File: src/rtl/estop_input_conditioner.sv
// Dual-channel E-STOP input conditioner: synchronizes raw inputs, applies fast-activate /
// debounced-release on both channels, debounces ACK, edge-detects the watchdog kick, and
// supervises A/B channel agreement with a latched discrepancy fault.
module estop_input_conditioner #(
    parameter int unsigned DEBOUNCE_CYCLES    = 100,
    parameter int unsigned DISCREPANCY_CYCLES = 500
) (
    input  logic       clk,
    input  logic       rst,
    input  logic       estop_a_n_raw,
    input  logic       estop_b_n_raw,
    input  logic       ack_n_raw,
    input  logic       wdg_kick_raw,
    output logic       estop_a_active,
    output logic       estop_b_active,
    output logic       trip_req,
    output logic       ack_pulse,
    output logic       wdg_kick_pulse,
    output logic       discrepancy_fault,
    output logic [1:0] disc_state
);

    localparam int unsigned DBW = $clog2(DEBOUNCE_CYCLES + 1);
    localparam int unsigned DSW = $clog2(DISCREPANCY_CYCLES + 1);
    localparam logic [DBW-1:0] DB_MAX  = DBW'(DEBOUNCE_CYCLES);
    localparam logic [DBW-1:0] DB_LAST = DBW'(DEBOUNCE_CYCLES - 1);
    localparam logic [DSW-1:0] DS_LAST = DSW'(DISCREPANCY_CYCLES - 1);

    typedef enum logic [1:0] {
        AGREE = 2'b00,
        WAIT  = 2'b01,
        FAULT = 2'b10
    } disc_state_t;

    // Index 0 = channel A, 1 = channel B; synchronizer levels are active-low.
    logic [1:0]     es_s1, es_s2;
    logic [DBW-1:0] es_cnt    [2];
    logic [DBW-1:0] es_cnt_nx [2];
    logic [1:0]     es_act, es_act_nx;

    logic           ack_s1, ack_s2;
    logic [DBW-1:0] ack_cnt, ack_cnt_nx;
    logic           ack_stable, ack_stable_nx, ack_pulse_nx;

    logic           kick_s1, kick_s2, kick_d;

    disc_state_t    state, state_nx;
    logic [DSW-1:0] timer, timer_nx;
    logic           trip_nx;

    always_ff @(posedge clk) begin
        if (rst) begin
            es_s1          <= '1;
            es_s2          <= '1;
            for (int unsigned i = 0; i < 2; i++) es_cnt[i] <= '0;
            es_act         <= '1;
            ack_s1         <= 1'b1;
            ack_s2         <= 1'b1;
            ack_cnt        <= '0;
            ack_stable     <= 1'b1;
            ack_pulse      <= 1'b0;
            kick_s1        <= 1'b0;
            kick_s2        <= 1'b0;
            kick_d         <= 1'b0;
            wdg_kick_pulse <= 1'b0;
            state          <= AGREE;
            timer          <= '0;
            trip_req       <= 1'b1;
            discrepancy_fault <= 1'b0;
        end else begin
            es_s1          <= {estop_b_n_raw, estop_a_n_raw};
            es_s2          <= es_s1;
            for (int unsigned i = 0; i < 2; i++) es_cnt[i] <= es_cnt_nx[i];
            es_act         <= es_act_nx;
            ack_s1         <= ack_n_raw;
            ack_s2         <= ack_s1;
            ack_cnt        <= ack_cnt_nx;
            ack_stable     <= ack_stable_nx;
            ack_pulse      <= ack_pulse_nx;
            kick_s1        <= wdg_kick_raw;
            kick_s2        <= kick_s1;
            kick_d         <= kick_s2;
            wdg_kick_pulse <= kick_s2 & ~kick_d;
            state          <= state_nx;
            timer          <= timer_nx;
            trip_req       <= trip_nx;
            discrepancy_fault <= (state_nx == FAULT);
        end
    end

    always_comb begin
        for (int unsigned i = 0; i < 2; i++) begin
            es_cnt_nx[i] = es_cnt[i];
            es_act_nx[i] = es_act[i];
            if (!es_s2[i]) begin
                es_cnt_nx[i] = '0;
                es_act_nx[i] = 1'b1;
            end else begin
                if (es_cnt[i] != DB_MAX) es_cnt_nx[i] = es_cnt[i] + DBW'(1);
                if (es_cnt[i] == DB_LAST) es_act_nx[i] = 1'b0;
            end
        end

        ack_cnt_nx    = '0;
        ack_stable_nx = ack_stable;
        ack_pulse_nx  = 1'b0;
        if (ack_s2 != ack_stable) begin
            if (ack_cnt == DB_LAST) begin
                ack_stable_nx = ack_s2;
                ack_pulse_nx  = ~ack_s2;
            end else begin
                ack_cnt_nx = ack_cnt + DBW'(1);
            end
        end

        state_nx = state;
        timer_nx = timer;
        case (state)
            AGREE: begin
                if (es_act[0] != es_act[1]) begin
                    state_nx = WAIT;
                    timer_nx = '0;
                end
            end
            WAIT: begin
                if (es_act[0] == es_act[1]) begin
                    state_nx = AGREE;
                    timer_nx = '0;
                end else if (timer == DS_LAST) begin
                    state_nx = FAULT;
                end else begin
                    timer_nx = timer + DSW'(1);
                end
            end
            FAULT: begin
                if (ack_pulse && (es_act == 2'b00)) begin
                    state_nx = AGREE;
                    timer_nx = '0;
                end
            end
            default: begin
                state_nx = AGREE;
                timer_nx = '0;
            end
        endcase

        // Registered from next-state values so trip_req tracks its sources in the same cycle.
        trip_nx = (|es_act_nx) | (state_nx == FAULT);
    end

    assign estop_a_active = es_act[0];
    assign estop_b_active = es_act[1];
    assign disc_state     = state;

endmodule

File: config.mk
export PLATFORM = sky130hd
export DESIGN_NAME = estop_input_conditioner
export DESIGN_NICKNAME = d
export VERILOG_FILES = /design/src/rtl/estop_input_conditioner.sv
export SDC_FILE = /design/constraint.sdc
export NUM_CORES = 1
export LEC_CHECK = 0
export ABC_CLOCK_PERIOD_IN_PS = 2700
export CAP_MARGIN = 20
export CORE_ASPECT_RATIO = 2
export CORE_MARGIN = 2
export CORE_UTILIZATION = 65
export CTS_BUF_LIST = sky130_fd_sc_hd__clkbuf_4 sky130_fd_sc_hd__clkbuf_8
export CTS_CLUSTER_DIAMETER = 50
export DETAILED_ROUTE_END_ITERATION = 12
export DONT_BUFFER_PORTS = 1
export GPL_TIMING_DRIVEN = 0
export PLACE_DENSITY = 0.85
export SYNTH_ARGS = -nofsm -noshare
export SYNTH_HDL_FRONTEND = slang
export SYNTH_SLANG_ARGS = --single-unit
export TNS_END_PERCENT = 100
File: constraint.sdc
create_clock -name clk -period 2.7 [get_ports clk]
set_clock_uncertainty 0.1 [all_clocks]
set_input_delay 0.27 -clock clk [delete_from_list [all_inputs] [get_ports clk]]
set_output_delay 0.27 -clock clk [all_outputs]
set_load 0.01 [all_outputs]
# Word-level counts from Yosys, hierarchy flattened
# Memory sizes are Yosys's and may differ from the RTL's.
# Cells that the tools add are included.
dict set report totals {
  regBits 34
  mem_bits_rw 14
  inputBits 6
  out_inout_bits 8
  word_cells 75
  mem_count 1
}
# name depth word_bits rd rd_clocked_by_memory_dff write_ports line_no
set mem_list {}
lappend mem_list {es_cnt 2 7 2 0 2 37} ;# logic [DBW-1:0] es_cnt [2];
dict set report op_classes {
  add_sub_neg 4
  n_eq_ne 15
  muxes 23
  bitwise 8
  reduce_logical 8
}
# cell count
set ops {}
lappend ops {{two-way mux 7 bit} 6}
lappend ops {{two-way mux 9 bit} 4}
lappend ops {{one-hot mux 9 bit (3 select lines)} 1}
lappend ops {{adder 7 x 1 -> 7 bit, second input constant} 3}
lappend ops {{== test 7 bit, second input constant} 3}
lappend ops {{inequality test 7 bit, second input constant} 2}
lappend ops {{adder 9 x 1 -> 9 bit, second input constant} 1}
lappend ops {{== test 9 bit, second input constant} 1}
lappend ops {{two-way mux 2 bit} 4}
lappend ops {{two-way mux 1 bit} 7}
lappend ops {{one-hot mux 2 bit (3 select lines)} 1}
lappend ops {{OR reduction 3 bit} 2}
lappend ops {{== test 2 bit, second input constant} 2}
lappend ops {{logical NOT 2 bit} 2}
lappend ops {{inequality test 2 bit, second input constant} 2}
lappend ops {{NOT 1 bit} 4}
lappend ops {{inequality test 3 bit, second input constant} 1}
lappend ops {{bitwise OR 1 bit} 3}
lappend ops {{AND reduction 3 bit} 1}
lappend ops {{== test 2 x 1 -> 1 bit, second input constant} 1}
lappend ops {{inequality test 1 bit} 2}
lappend ops {{AND reduction 2 bit} 1}
lappend ops {{OR reduction 2 bit} 1}
lappend ops {{bitwise AND 1 bit} 1}
lappend ops {{2 further kinds} 2}

# Depth between registers and ports, before layout
dict set report depth {
  word_depth 6
  ltp_mapped 6
  depth_no_buf 6
}

# Worst setup path after synthesis
# No wires, ideal clock.
dict set report synth_path {
  path_kind {register -> register}
  startpoint {reg es_act[1]}
  endpoint {reg timer[8]}
  setup_ns 0.088
  t_arrival_ns 1.649
  required_ns 2.512
  setup_slack_ns 0.863
  path_stages_with_launch 7
  path_buffers 0
  period_less_slack_ns 1.837
  path_cell_list {dfxtp_1 inv_1 ha_1 nand3b_4 nor4b_4 nor3_4 a311oi_2}
}
dict set report synth_via {
  elab_chain_len 4
  word_cells_on_any_way 10
  cone_classes {eq/ne: 5; mux: 2; reduce/logical: 3}
}
# item line_no
set synth_rtl {}
lappend synth_rtl {{start: declaration} 39} ;# logic [1:0] es_act, es_act_nx;
lappend synth_rtl {{start signal: assignment} 74} ;# es_act <= es_act_nx;
lappend synth_rtl {{logical NOT 2 bit} 136} ;# if (ack_pulse && (es_act == 2'b00)) begin
lappend synth_rtl {{logical AND 1 bit} 136}
lappend synth_rtl {{inequality test 2 bit (no source line)} -}
lappend synth_rtl {{AND reduction 3 bit (no source line)} -}
lappend synth_rtl {{end signal: assignment} 85} ;# timer <= timer_nx;
lappend synth_rtl {{end: declaration} 48} ;# logic [DSW-1:0] timer, timer_nx;
# Parallel ways exist; a longest one is shown, timed or not.
# A chain may end at the register's enable or synchronous reset.

# Worst setup path in the final report
dict set report layout_path {
  startpoint {reg es_act[0]}
  endpoint {reg timer[7]}
}
# The elaborated chain is that of the path after synthesis.

==> metrics.csv <==
stage;metric;value;unit
yosys;synth.distinct_cells;43;
cells_and_area;drive_gt1_share;12.9;%
critical_path;cp_max_fo;8;
sta;fin_crit_sh;76.2;%
floorplan;core_area;0.00298;mm^2
global_route;grt_pass1_wl;7.00;mm
cells_and_area;diodes;0;
sta;hold_viol;0;
yosys;synth_area_per_cell;9.73;um^2
sta;report.final.slew_viol_count;0;
cells_and_area;final_net_count;236;
hold_path;hold_depth;2;
yosys;synthTopCellsByArea;dfxtp_1 (47%), nor2_1 (5.5%), ha_1 (4.3%);
yosys;synth_top_area_share;46.8;%
yosys;yosys.area.top_type;dfxtp_1;
yosys;synth_mux_area_share;1.95;%
cts;path_clk_slew;0.09;ns
power;peakVddDrop;415;uV
cells_and_area;layout.cells.non_filler;254;
global_route;grt_max_degree;17;
critical_path;cp-start-kind;register;
critical_path;cp.arrival;2.17;ns
critical_path;worstRegToRegCells;6;
cells_and_area;final_common_cell;dfxtp_1;
yosys;yosys_most_used_dff;dfxtp_1;
hold_path;hold_path.class;primary input to register;
yosys;synth-simple-area-share;25.0;%
yosys;syn-num-nets;224;
power;switching_share;21.5;%
placement;gp_congestion;0.823;
route;met3WireLength;145;um
placement;dpl.hpwl;2.83;mm
yosys;synth_edf_count;0;
cts;numCtsBuffers;5;
yosys;synth-compound-area-share;9.38;%
floorplan;die_area;0.00365;mm^2
route;first_pass_iters;5;
global_route;first_global_vias;1630;
global_route;grt_overflow;0;
power;pwr-share-seq;56.1;%
yosys;synth_top_family_by_area;simple AND/OR/NAND/NOR gates;
yosys;yosys.area_share.adder;4.27;%
cts;clk_latency;0.31;ns
cts;clockBufferDepth;2;
sta;setup_tns;0;ns
cts;cts.sinks;48;
route;dr_wl_met2;2.39;mm
yosys;ys_seq_elements;48;
yosys;syn_inst;211;
yosys;synthArstFlopShare;0;%
route;drt_wl_total;4.06;mm
yosys;yosysSeqAreaShare;46.8;%
route;top_layer_used;met4;
status;outcome;finished, final reports clean;
power;p_per_area;578;mW/mm^2
power;p_int;1.02;mW
cells_and_area;final_cell_mix;dfxtp_1 (48), nor2_1 (30), nand2_1 (12);
floorplan;fp.dieW;43.7;um
sta;final-setup-viol-count;0;
sta;tightest_slew;0.696;ns
placement;pre_cts_ws;0.650;ns
cells_and_area;fillers;206;
route;postRouteAntennaNets;0;
power;clkPwrFrac;39.9;%
power;switchingPower;0.281;mW
yosys;synthXorXnorAreaFrac;7.68;%
placement;place_inst;241;
yosys;syn_area;0.00205;mm^2
route;met1_length;1.38;mm
route;via_count;1560;
sta;maxSlewHeadroom;53.3;%
cts;cts_tree;done;
sta;max_freq;486;MHz
yosys;synth_warnings;0;
critical_path;worst_setup_path_end_kind;register;
route;wl_per_cell;16.0;um
route;drt_iter0_drc;35;
sta;period_minus_slack;2.06;ns
floorplan;num_io_pins;14;
power;p_comb_share;3.9;%
floorplan;start_util;68.9;%
power;leakage;0.897;nW
cts;root_buffer;clkbuf_8;
sta;rsz0062_at_grt;false;
global_route;grt_use_total;25.3;%
route;drc;0;
cells_and_area;area_delta_synth_final;9.87;%
route;via_per_inst;6.14;
flow_run;cap_violations;0;
floorplan;die_h;83.5;um
placement;port_buffers;0;
global_route;antenna_found_initial;0;
floorplan;num_rows;28;
cts;ctsHtreeMaxLevel;2;
sta;setup_slack;0.643;ns
critical_path;worstSetupPathType;register to register;
critical_path;cp.required;2.81;ns
==> through the flow <==
step	cell area [um^2]	utilization [%]	power [mW]	hold WS [ns]
detailed placement	2090	70.2	0.793	0.253
global route	2260	75.8	1.36	0.0699
global placement	2090	70.2	0.787	0.252
CTS	2260	75.8	1.31	0.0516
finish	2260	75.8	1.30	0.0702
floorplan	2050	-	0.780	0.249
==> logic make-up (layout without fill, tap and decap cells) <==
| kind of cell | Yosys count | in the layout |
|---|---|---|
| AND/OR/NAND/NOR | 91 | 91 |
| XOR/XNOR | 18 | 18 |
| adder cells (fa/ha/maj) | 7 | 7 |
| buffers and inverters | 20 | 33 |
| multiplexers | 4 | 4 |
| flip-flops | 48 | 48 |
| AO/OA/AOI/OAI | 23 | 23 |
==> flip-flops by register name, indices dropped and copies added (netlist names), 2 cells and up <==
register / cells
es_act: 2
ack_cnt: 7
es_s2: 2
disc_state: 2
es_s1: 2
timer: 9
es_cnt: 14
==> power groups by stage <==
| stage | combinational, mW | clock [mW] | sequential, mW |
|---|---|---|---|
| floorplan | 0.0349 | 0 | 0.745 |
| global placement | 0.0405 | 0 | 0.747 |
| detailed placement | 0.0444 | 0 | 0.748 |
| CTS | 0.0505 | 0.531 | 0.732 |
| global route | 0.0588 | 0.563 | 0.734 |
| finish | 0.0515 | 0.521 | 0.732 |
==> worst paths after layout <==
check / startpoint / to / slack [ns]
setup / recovery: es_act[0] / timer[7] / 0.64
hold / removal: rst / kick_s2 / 0.07
setup reg to reg: es_act[0] / timer[7] / 0.64
hold reg to reg: kick_d / wdg_kick_pulse / 0.31
==> critical path, stage by stage, from the launching register on <==
cell,delay [ns]
dfxtp_1,0.40
inv_1,0.09
ha_1,0.38
nand3b_4,0.15
nor4b_4,0.44
nor3_4,0.15
a211oi_1,0.26
==> synthesized netlist by cell type, drive strengths merged (3+ instances only) <==
cell type / instances
xnor2: 9
nand2: 12
a311oi: 3
dfxtp: 48
nand3: 11
nor3: 6
ha: 7
clkbuf: 4
buf: 5
mux2i: 4
xor2: 9
or2: 6
and3: 9
nor2b: 4
nor2: 30
o21ai: 3
a211oi: 4
inv: 11
==> layer usage <==
metal  global-route usage (%)  vias to the layer above
met5                        0                        -
met2                     46.1                       39
li1                         -                      746
met3                     7.36                       15
met1                     22.9                      760
met4                     14.3                        0
==> layout make-up <==
type	count	area [um^2]	area share, %
multi-input combinational	143	991	43.9
sequential	48	961	42.6
clock buffer	5	68.8	3.05
buffer	9	60.1	2.66
timing repair buffer	5	50.0	2.22
clock inverter	3	46.3	2.05
inverter	11	41.3	1.83
tap	30	37.5	1.66
==> timing repair <==
item	in CTS	in global routing
hold buffers	5	0
endpoints found under the setup margin	0	0
hold endpoints to repair	5	0
buffers inserted	0	0
gates resized for setup	0	0
No activity file was read; power rests on OpenSTA's default activity.
